### src/rtl/alu_share_arb.sv
// Purpose : round-robin share of one combinational R-type ALU between NUM_REQ requesters.
// Latency : 1 cycle from accept (req_valid & req_ready) to rsp_valid; one op per cycle sustained.
// Backpr. : a held response with rsp_ready low blocks every grant; drain and new accept may coincide.
//
// Ports:
//   clk, rst_n                        clock, asynchronous active-low reset
//   req_valid/req_ready [NUM_REQ]     per-requester handshake (req_ready one-hot or zero, combinational)
//   req_opcode/funct3/funct7/in1/in2  packed per-requester fields, requester i in slice i
//   alu_opcode/funct3/funct7/in1/in2  fields of the granted requester (or last_grant when idle)
//   alu_out                           combinational result returned by the shared ALU
//   rsp_valid/rsp_ready               response handshake
//   rsp_id/rsp_data/rsp_err           requester index, registered result (0 on error), illegal-op flag
//
// Optional build macro ALU_SHARE_ARB_STATS_EN adds saturating counters:
//   grant_cnt (16 bits per requester), stall_cnt, err_cnt.
// ID_W must satisfy 2**ID_W >= NUM_REQ.

module alu_share_arb #(
  parameter int NUM_REQ = 2,
  parameter int ID_W    = 1
) (
  input  logic                  clk,
  input  logic                  rst_n,
  input  logic [NUM_REQ-1:0]    req_valid,
  output logic [NUM_REQ-1:0]    req_ready,
  input  logic [7*NUM_REQ-1:0]  req_opcode,
  input  logic [3*NUM_REQ-1:0]  req_funct3,
  input  logic [7*NUM_REQ-1:0]  req_funct7,
  input  logic [32*NUM_REQ-1:0] req_in1,
  input  logic [32*NUM_REQ-1:0] req_in2,
  output logic [6:0]            alu_opcode,
  output logic [2:0]            alu_funct3,
  output logic [6:0]            alu_funct7,
  output logic [31:0]           alu_in1,
  output logic [31:0]           alu_in2,
  input  logic [31:0]           alu_out,
  output logic                  rsp_valid,
  input  logic                  rsp_ready,
  output logic [ID_W-1:0]       rsp_id,
  output logic [31:0]           rsp_data,
  output logic                  rsp_err
`ifdef ALU_SHARE_ARB_STATS_EN
  ,
  output logic [16*NUM_REQ-1:0] grant_cnt,
  output logic [15:0]           stall_cnt,
  output logic [15:0]           err_cnt
`endif
);

  typedef enum logic {
    EMPTY = 1'b0,
    FULL  = 1'b1
  } state_t;

  typedef struct packed {
    logic [ID_W-1:0] id;
    logic [31:0]     dat;
    logic            err;
  } rsp_t;

  state_t              state_q;
  state_t              state_d;
  rsp_t                rsp_q;
  logic [ID_W-1:0]     last_grant_q;

  logic                can_accept;
  logic                accept;
  logic                hit;
  int                  hit_off;
  int                  gnt_sum;
  logic [ID_W-1:0]     start_idx;
  logic [ID_W-1:0]     gnt_idx;
  logic [ID_W-1:0]     sel_idx;
  logic [2*NUM_REQ-1:0] dbl_valid;
  logic [NUM_REQ-1:0]  rot_valid;
  logic                op_legal;

  // Legal RV32I R-type encodings: OP opcode with the ten defined {funct7,funct3} pairs.
  function automatic logic is_legal(input logic [6:0] opc, input logic [2:0] f3,
                                    input logic [6:0] f7);
    logic [9:0] key;
    key      = {f7, f3};
    is_legal = 1'b0;
    if (opc == 7'b0110011) begin
      case (key)
        10'b0000000_000, 10'b0100000_000, 10'b0000000_001, 10'b0000000_010,
        10'b0000000_011, 10'b0000000_100, 10'b0000000_101, 10'b0100000_101,
        10'b0000000_110, 10'b0000000_111: is_legal = 1'b1;
        default:                          is_legal = 1'b0;
      endcase
    end
  endfunction

  // ---------------------------------------------------------------------------
  // FSM: state register / next-state / outputs
  // ---------------------------------------------------------------------------
  always_ff @(posedge clk or negedge rst_n) begin
    if (!rst_n) begin
      state_q <= EMPTY;
    end else begin
      state_q <= state_d;
    end
  end

  always_comb begin
    state_d = state_q;
    case (state_q)
      EMPTY:   if (accept) state_d = FULL;
      FULL:    if (accept) state_d = FULL;
               else if (rsp_ready) state_d = EMPTY;
      default: state_d = EMPTY;
    endcase
  end

  always_comb begin
    rsp_valid  = (state_q == FULL);
    can_accept = (state_q == EMPTY) | rsp_ready;
  end

  // ---------------------------------------------------------------------------
  // Round-robin search. Rotating a doubled copy of req_valid puts the
  // requester after last_grant at bit 0, so the first set bit is the winner.
  // ---------------------------------------------------------------------------
  always_comb begin
    if (last_grant_q == ID_W'(NUM_REQ - 1)) start_idx = '0;
    else                                    start_idx = last_grant_q + 1'b1;
  end

  assign dbl_valid = {req_valid, req_valid};
  assign rot_valid = NUM_REQ'(dbl_valid >> start_idx);

  always_comb begin
    hit     = 1'b0;
    hit_off = 0;
    for (int i = 0; i < NUM_REQ; i++) begin
      if (!hit && rot_valid[i]) begin
        hit     = 1'b1;
        hit_off = i;
      end
    end
    gnt_sum = int'(start_idx) + hit_off;
    if (gnt_sum >= NUM_REQ) gnt_sum = gnt_sum - NUM_REQ;
    gnt_idx = ID_W'(gnt_sum);
  end

  assign accept = can_accept & hit;

  always_comb begin
    req_ready = '0;
    for (int i = 0; i < NUM_REQ; i++) begin
      req_ready[i] = accept && (gnt_idx == ID_W'(i));
    end
  end

  // ---------------------------------------------------------------------------
  // ALU operand mux. When idle the last granted requester stays selected so
  // the ALU inputs are always driven from a real requester.
  // ---------------------------------------------------------------------------
  assign sel_idx = accept ? gnt_idx : last_grant_q;

  always_comb begin
    alu_opcode = '0;
    alu_funct3 = '0;
    alu_funct7 = '0;
    alu_in1    = '0;
    alu_in2    = '0;
    for (int i = 0; i < NUM_REQ; i++) begin
      if (sel_idx == ID_W'(i)) begin
        alu_opcode = req_opcode[7*i +: 7];
        alu_funct3 = req_funct3[3*i +: 3];
        alu_funct7 = req_funct7[7*i +: 7];
        alu_in1    = req_in1[32*i +: 32];
        alu_in2    = req_in2[32*i +: 32];
      end
    end
  end

  assign op_legal = is_legal(alu_opcode, alu_funct3, alu_funct7);

  // ---------------------------------------------------------------------------
  // Response register. An illegal op loads 0 so an undefined ALU result is
  // never captured.
  // ---------------------------------------------------------------------------
  always_ff @(posedge clk or negedge rst_n) begin
    if (!rst_n) begin
      rsp_q        <= '0;
      last_grant_q <= ID_W'(NUM_REQ - 1);
    end else if (accept) begin
      rsp_q.id     <= gnt_idx;
      rsp_q.dat    <= op_legal ? alu_out : 32'd0;
      rsp_q.err    <= ~op_legal;
      last_grant_q <= gnt_idx;
    end
  end

  assign rsp_id   = rsp_q.id;
  assign rsp_data = rsp_q.dat;
  assign rsp_err  = rsp_q.err;

`ifdef ALU_SHARE_ARB_STATS_EN
  // ---------------------------------------------------------------------------
  // Saturating statistics counters.
  // ---------------------------------------------------------------------------
  logic [NUM_REQ-1:0][15:0] gcnt_q;
  logic [15:0]              stall_q;
  logic [15:0]              err_q;
  logic                     stall;

  assign stall = (|req_valid) & ~(|req_ready);

  always_ff @(posedge clk or negedge rst_n) begin
    if (!rst_n) begin
      gcnt_q  <= '0;
      stall_q <= '0;
      err_q   <= '0;
    end else begin
      for (int i = 0; i < NUM_REQ; i++) begin
        if (req_ready[i] && (gcnt_q[i] != 16'hFFFF)) gcnt_q[i] <= gcnt_q[i] + 16'd1;
      end
      if (stall && (stall_q != 16'hFFFF)) stall_q <= stall_q + 16'd1;
      if (accept && !op_legal && (err_q != 16'hFFFF)) err_q <= err_q + 16'd1;
    end
  end

  assign grant_cnt = gcnt_q;
  assign stall_cnt = stall_q;
  assign err_cnt   = err_q;
`endif

endmodule
### config.mk
export PLATFORM = sky130hd
export DESIGN_NAME = alu_share_arb
export DESIGN_NICKNAME = d
export VERILOG_FILES = /design/src/rtl/alu_share_arb.sv
export SDC_FILE = /design/constraint.sdc
export NUM_CORES = 1
export LEC_CHECK = 0
export CAP_MARGIN = 20
export CORE_AREA = 2 2 123 125
export DETAILED_ROUTE_END_ITERATION = 12
export DIE_AREA = 0 0 125 127
export PLACE_DENSITY = 0.67
export SLEW_MARGIN = 20
export SYNTH_ARGS = -nofsm -noshare
export SYNTH_HDL_FRONTEND = slang
export SYNTH_SLANG_ARGS = --single-unit
### constraint.sdc
create_clock -name clk -period 1.8 [get_ports clk]
set_input_delay 0.18 -clock clk [delete_from_list [all_inputs] [get_ports clk]]
set_output_delay 0.18 -clock clk [all_outputs]
set_load 0.005 [all_outputs]
== Yosys cells after proc, flatten, opt, wreduce, memory -nomap -nowiden ==
Index checks and enable logic that the tools add are counted.
Word-level totals
  output and inout port bits: 118
  bits of input ports: 199
  register bits: 36
Operators by class
  reduce and logical (&&, ||, !) cells: 6
  eq/ne operators: 10
  shift-type cells: 1
  multiplexer cells: 18
  magnitude comparators: 1
  bitwise logic cells: 5
  $add $sub $neg: 3
Operator list (count)
  $mux 32: 3
  $eq 10x3->1 const B: 4
  $eq 10x2->1 const B: 2
  $eq 10x9->1 const B: 2
  $mux 7: 2
  $mux 1: 11
  $eq 10x1->1 const B: 1
  $logic_not 10->1: 1
  $reduce_or 10->1: 1
  $eq 7x6->1 const B: 1
  $shr 4x1->2: 1
  $logic_and 1x1->1: 3
  $mux 3: 1
  $not 1->1: 3
  $add 1x1->2: 1
  $ge 2x2->1 const B: 1
  $pmux 1 s2: 1
  $add 1x1->1 const B: 1
  $and 1x1->1: 1
  $logic_not 1->1: 1
  $or 1x1->1: 1
  $sub 1x1->1 const B: 1

== Depth between registers and ports, before layout ==
Gate-level depths: netlist (run 1).
  word-level depth: 17
  depth in mapped cells: 7
  mapped depth without buffers: 5

== Least setup slack after synthesis (run 1) ==
No wires, ideal clock.
  kind: register to output
  start: reg state_q (netlist: rsp_valid)
  end: out alu_in2[18]
  buffers on the path: 2
  data arrival time: 1528 ps
  cell stages (with the launch flop): 7
  path slack: 92 ps
  cells stage by stage: dfrtp_1 nand2b_1 buf_2 nand3_1 nand2_1 buf_2 mux2_2
Between the ends
  cells in the longest elaborated chain, start to end: 5
Ends and longest elaborated chain
  start: declaration: RTL line 61  | state_t state_q;
  start signal: assignment: RTL line 101  | state_q <= state_d;
  $not 1->1
  $or 1x1->1: RTL line 117  | can_accept = (state_q == EMPTY) | rsp_ready;
  $and 1x1->1: RTL line 146  | assign accept = can_accept & hit;
  $mux 1
  $mux 32: RTL line 168  | if (sel_idx == ID_W'(i)) begin
  end: declaration: RTL line 35  | output logic [31:0] alu_in2,
Every way passes these cells.

== Final worst setup path (run 1) ==
  start: reg state_q (netlist: rsp_valid)
  end: out alu_in1[5]
Between the ends
  cells in the longest elaborated chain, start to end: 5
Ends and longest elaborated chain
  $not 1->1
  $or 1x1->1: RTL line 117
  $and 1x1->1: RTL line 146
  $mux 1
  $mux 32: RTL line 168
  end: declaration: RTL line 34  | output logic [31:0] alu_in1,
Every way passes these cells.

==> flow_summary.toml, run 1 <==
[sta]
timing.fmax_mhz = 471
relSlewSlack = 0.479
drv_slew = 0
fin_skew_ns = 0.00356
holdWs_ns = -0.0109
fin_crit_ns = 2.12
rsz0062_at_grt = "yes"
setup_viol = 114
hold_viol_final = 32
setup_ws_ns = -0.324
min_period_over_period = 1.18
tightest_slew_ns = 0.781

[placed_design]
place.gp.congestion = 0.872
place_inst = 716
io_buffers = 316
dp_hpwl_mm = 12.4

[floorplanning]
ios = 317
rows = 44
core_area_um2 = 14400
die_h_um = 127
dieArea_um2 = 15900
start_util = 0.171
die_x_um = 125

[global_route]
antenna_found_initial = 0
grt_pass1_vias = 3841
grt_pass1_wl_mm = 23.6
overflow = 0
track_usage = 0.197
grt_max_degree = 37

[logic_synthesis]
synth_area_um2 = 2470
async_flop_share = 1.00
syn_inst = 201
yosys_register_bits = 36
yosysWarnings = 0
dominantRegCellSynth = "dfrtp_1"
synth.avg_cell_area_um2 = 12.3
syn_nets = 400
ys_types = 31
synth_edf_count = 0
seq_area_frac_synth = 0.366

[routing]
wl_per_cell_um = 21.5
vias = 3298
drc = 0
finalWirelength_mm = 16.6
drt_first_pass_iters = 4
dr.first_iter.drc_count = 83
ant_nets = 0
viasPerCell = 4.27

[run]
maxCapViolations = 0

[setup_path]
reg2reg_from = "last_grant_q$_DFF_PN1_"
slowest_stage = "dfrtp_1"
crit_start = "rsp_valid$_DFF_PN0_"
critPathRequiredTime_ns = 1.62
cp_top_family = "buffers and inverters"
end_kind = "output pin"
path_class = "register to output pin"
startpoint_type = "register"
critical_path_arrival_ns = 1.94
crit_path_max_fanout = 5
crit_top_cell = "buf_6"
path_buf_inv = 5
path_cells = "nand2b_4, a21o_4, buf_6, buf_6, nand2_8, buf_6, buf_6, mux2_4, buf_6"
worst_path_largest_cell_delay_ns = 0.39

[power_and_ir_drop]
max-vdd-ir-drop_v = 0.000329
pwr-share-seq = 0.171
p_sw_mw = 1.30
power.share.combinational = 0.619
internal-power_mw = 3.58
swShare = 0.267
power_leakage_nw = 3.36
power_density_nw_per_um2 = 660
power_mw = 4.89
p_clk_frac = 0.210

[cts]
tritoncts = "yes"
clkSlewWorstSetupHoldPaths_ns = 0.05
htreeDepth = 2
cts_made_buffers = 5
clock_latency_ns = 0.27
cts-root-buf = "clkbuf_16"
clockBufferDepth = 2
clock_sinks = 36

[outcome]
status = "finished, violations left"
violations = "negative hold slack, negative setup slack"

[layout]
num-nets-final = 786
antenna_cells = 0
drive_gt1_frac = 0.449
stdcell_count = 772
area_delta_synth_final_pct = 200

[worst_hold_path]
holdCritPathClass = "primary input to asynchronous set/reset pin"
==> cell type report <==
class	count	area [µm²]
Timing Repair Buffer	393	4220
Clock inverter	1	30.0
Multi-Input combinational cell	149	1860
Inverter	2	7.51
Tap cell	184	230
Clock buffer	7	153
Fill cell	1260	7020
Sequential cell	36	902
==> logic make-up after synthesis <==
kind of cell | after synthesis | synth area share
XOR/XNOR | 2 | 0.00710
AO/OA/AOI/OAI | 44 | 0.156
multiplexers | 81 | 0.370
flip-flops | 36 | 0.366
buffers and inverters | 17 | 0.0396
AND/OR/NAND/NOR | 21 | 0.0614
==> placed cells by master (no fill, tap or decap), types with 3 or more instances in the layout <==
| cell | instances |
|---|---|
| buf_2 | 5 |
| buf_6 | 100 |
| buf_16 | 5 |
| buf_4 | 28 |
| dfrtp_1 | 35 |
| clkbuf_16 | 7 |
| a22o_1 | 32 |
| nor2b_1 | 3 |
| buf_12 | 14 |
| mux2_4 | 78 |
| clkdlybuf4s50_1 | 231 |
| buf_8 | 3 |
==> worst paths after layout <==
check | to | slack [ns] | cells after the start
hold reg to reg | rsp_id$_DFFE_PN0P_ | 0.48 | 1
setup / recovery | alu_in1[5] | -0.32 | 9
hold / removal | rsp_data[18]$_DFFE_PN0P_ | -0.01 | 1
min in group clk | rsp_id$_DFFE_PN0P_ | 0.48 | 1
setup reg to reg | rsp_data[11]$_DFFE_PN0P_ | -0.23 | 10
max in group asynchronous | rsp_id$_DFFE_PN0P_ | 1.32 | 1
==> registers in the layout (all words and copies together) (netlist names) <==
name          count
rsp_data         32
last_grant_q      1
rsp_err           1
rsp_id            1
rsp_valid         1
==> cells in the mapped netlist (all sizes together) (3+ instances only) <==
library cell	instances	area share
nor2b	3	0.0076
a22o	32	0.11
buf	12	0.032
clkbuf	3	0.0046
nand2	3	0.0046
dfrtp	35	0.36
o21ai	4	0.0081
mux2	81	0.37
==> stage by stage <==
stage	area (µm²)	worst slack, ns	util	hold WS, ns	setup TNS, ns
after floorplan	2470	0.0923	-	-0.116	0
after global placement	6040	-0.705	0.419	0.289	-62.59
after detailed placement	6040	-0.719	0.419	0.310	-65.13
after CTS	7250	-0.315	0.502	0.0163	-24.44
after global routing	7400	-0.392	0.513	0.0677	-34.62
final	7400	-0.324	0.513	-0.0109	-26.05
==> per-layer routing <==
metal  global-route usage  part of all wire  vias up
met5                    0                 0        -
met4               0.0431             0.018        0
met3               0.0875              0.11       14
met2                0.357              0.51      175
met1                0.212              0.37     1558
li1                     -                 -     1551
==> worst reg2reg max path: cells and delay by family (launching register included) <==
kind | cells | cell delay, ns
simple gates | 1 | 0.14
buf+inv | 6 | 0.69
flops | 1 | 0.59
compound gates | 3 | 0.54
==> repair_timing <==
| action | 4_1_cts | 5_1_grt |
|---|---|---|
| gates resized for setup | 525 | 28 |
| buffers inserted | 35 | 11 |
| pin swaps | 4 | 1 |
| cloned | 7 | 2 |
| hold buffers | 0 | 0 |
| endpoints found under the setup margin | 116 | 115 |
| endpoints found under the hold margin | 0 | 0 |
==> power by group through the flow <==
| stage | sequential, mW | clock [mW] | combinational (mW) |
|---|---|---|---|
| 4_1_cts | 0.836 | 1.05 | 2.87 |
| 3_3_place_gp | 0.845 | 0 | 2.01 |
| 5_1_grt | 0.837 | 1.09 | 3.18 |
| 6_report | 0.837 | 1.03 | 3.02 |
| 3_5_place_dp | 0.845 | 0 | 2.00 |
| 2_1_floorplan | 0.846 | 0 | 0.628 |
Power figures use the tool's default switching activity.
==> run 2: changes to the inputs <==
--- a/config.mk
+++ b/config.mk
@@ -10,6 +10,7 @@
 export DETAILED_ROUTE_END_ITERATION = 12
 export DIE_AREA = 0 0 125 127
 export PLACE_DENSITY = 0.67
+export REMOVE_ABC_BUFFERS = 1
 export SLEW_MARGIN = 20
 export SYNTH_ARGS = -nofsm -noshare
 export SYNTH_HDL_FRONTEND = slang
==> run 2 against run 1 <==
- the run still ends with negative hold slack, negative setup slack left
- routed wire length down 6.0%
- power down 5.3%
- worst hold slack better by 0.0064 ns
- sequential share of layout area up 0.54 points
- global-route usage down 1.4 points
- final area down 4.3%
- register-to-register slack worse by 0.05 ns
- critical path type is now primary input to output pin
- largest power group unchanged
==> flow_summary.toml, run 2 (synthesized netlist as in run 1, its figures left out) <==
[outcome]
status = "finished, violations left"
violations = "negative hold slack, negative setup slack"

[routing]
drt_first_pass_iters = 4
wl_per_cell_um = 20.7
ant_nets = 0
finalWirelength_mm = 15.6
viasPerCell = 4.27
dr.first_iter.drc_count = 73
vias = 3224
drc = 0

[cts]
htreeDepth = 2
cts-root-buf = "clkbuf_16"
clock_sinks = 36
clockBufferDepth = 2
cts_made_buffers = 5
clock_latency_ns = 0.27
cts_hold_buf = 0
clkSlewWorstSetupHoldPaths_ns = 0.06
tritoncts = "yes"

[layout]
area_delta_synth_final_pct = 187
layout_common_cells = "224 x clkdlybuf4s50_1, 72 x buf_6, 65 x mux2_4"
layout_commonest_cell = "clkdlybuf4s50_1"
nFillCells = 1312
drive_gt1_frac = 0.430
largest_register_ffs = 32
num-nets-final = 768

[placed_design]
place_ws_ns = -0.626
dp_hpwl_mm = 11.8
io_buffers = 316
place.gp.congestion = 0.884

[floorplanning]
die_h_um = 127
die_x_um = 125
rows = 44
ios = 317
start_util = 0.171
core_area_um2 = 14400
dieArea_um2 = 15900

[setup_path]
path_class = "primary input to output pin"
critical_path_arrival_ns = 2.00
worst_path_largest_cell_delay_ns = 0.47
critPathRequiredTime_ns = 1.62
cp_top_family = "buffers and inverters"
crit_path_max_fanout = 8
reg2reg_from = "rsp_valid$_DFF_PN0_"
r2r_setup_slack_ns = -0.28
path_buf_inv = 6
slowest_stage = "clkdlybuf4s50_1"
end_kind = "output pin"
r2r_cells = 12
startpoint_type = "primary input"
crit_top_cell = "buf_12"
reg2reg_to = "rsp_data[13]$_DFFE_PN0P_"
path_cells = "clkdlybuf4s50_1, nand2b_4, a21o_1, nand2_4, buf_12, buf_12, buf_16, buf_8, mux2_4, buf_6"

[sta]
tightest_slew_ns = 0.806
relSlewSlack = 0.463
setup_ws_ns = -0.383
rsz0062_at_grt = "yes"
setup_viol = 114
holdWs_ns = -0.00452
drv_slew = 0
fin_skew_ns = 0.00293
min_period_over_period = 1.21
hold_viol_final = 11
timing.fmax_mhz = 458
fin_crit_ns = 2.18

[global_route]
grt_pass1_vias = 3644
grt-busiest-layer = "met2"
use_met2 = 0.330
antenna_found_initial = 1
track_usage = 0.182
grt_max_degree = 37
grt_use_met1 = 0.201
grt_pass1_wl_mm = 21.9
met3_usage = 0.0637
overflow = 0

[power_and_ir_drop]
power_leakage_nw = 3.19
power_density_nw_per_um2 = 652
max-vdd-ir-drop_v = 0.000365

[run]
maxCapViolations = 0

[worst_hold_path]
holdCritPathClass = "primary input to asynchronous set/reset pin"
run 2: cell count changes in the layout (fill, tap and decap cells not counted), moves of 7 or more:
cell,delta
buf_2,+14
buf_4,-11
buf_6,-28
clkdlybuf4s50_1,-7
dlygate4sd2_1,+7
mux2_2,+13
mux2_4,-13
run 2: metrics by stage:
step | TNS (ns) | instances | area [µm²] | utilization | total power [mW]
floorplan | -116.46 | 186 | 2380 | - | 1.49
global placement | -54.16 | 703 | 5950 | 0.413 | 2.75
detailed placement | -55.08 | 703 | 5950 | 0.413 | 2.74
CTS | -27.01 | 751 | 6870 | 0.476 | 4.50
global route | -38.91 | 755 | 7090 | 0.491 | 4.85
finish | -29.24 | 755 | 7090 | 0.491 | 4.63
run 2: how the worst max path moves through the flow:
stage	start	end	slack, ns	cells past startpoint
after floorplan	rsp_valid$_DFF_PN0_	alu_funct3[0]	-1.36	4
after global placement	rsp_ready	alu_in1[4]	-0.63	7
after detailed placement	rsp_ready	alu_in2[16]	-0.63	7
after CTS	last_grant_q$_DFF_PN1_	alu_in1[6]	-0.39	8
after global routing	rsp_valid$_DFF_PN0_	alu_in1[24]	-0.45	9
final	rsp_ready	alu_in1[6]	-0.38	10
run 2: repair_timing:
action                                  4_1_cts  5_1_grt
setup buffers                                32        6
pin swaps                                    13        4
gates resized for setup                     449       53
endpoints found under the setup margin      116      115
cloned                                       10        0
run 2: cell type report:
type,instances,area (µm²),share of cell area
Clock inverter,3,42.5,0.00600
Antenna cell,1,2.50,0.000353
Sequential cell,36,902,0.127
Timing Repair Buffer,376,4020,0.566
Inverter,2,7.51,0.00106
Tap cell,184,230,0.0325
Clock buffer,5,125,0.0176
Multi-Input combinational cell,148,1760,0.249
run 2: power breakdown:
group | switching [mW] | internal [mW]
clock | 0.322 | 0.650
combinational | 0.893 | 1.93
sequential | 0.00795 | 0.823
total | 1.22 | 3.40
run 2: metal layers:
layer / routed length, µm / part of all wire
met3: 1410 / 0.091
met1: 5970 / 0.38
met2: 7840 / 0.50
met4: 403 / 0.026
met5: 0 / 0
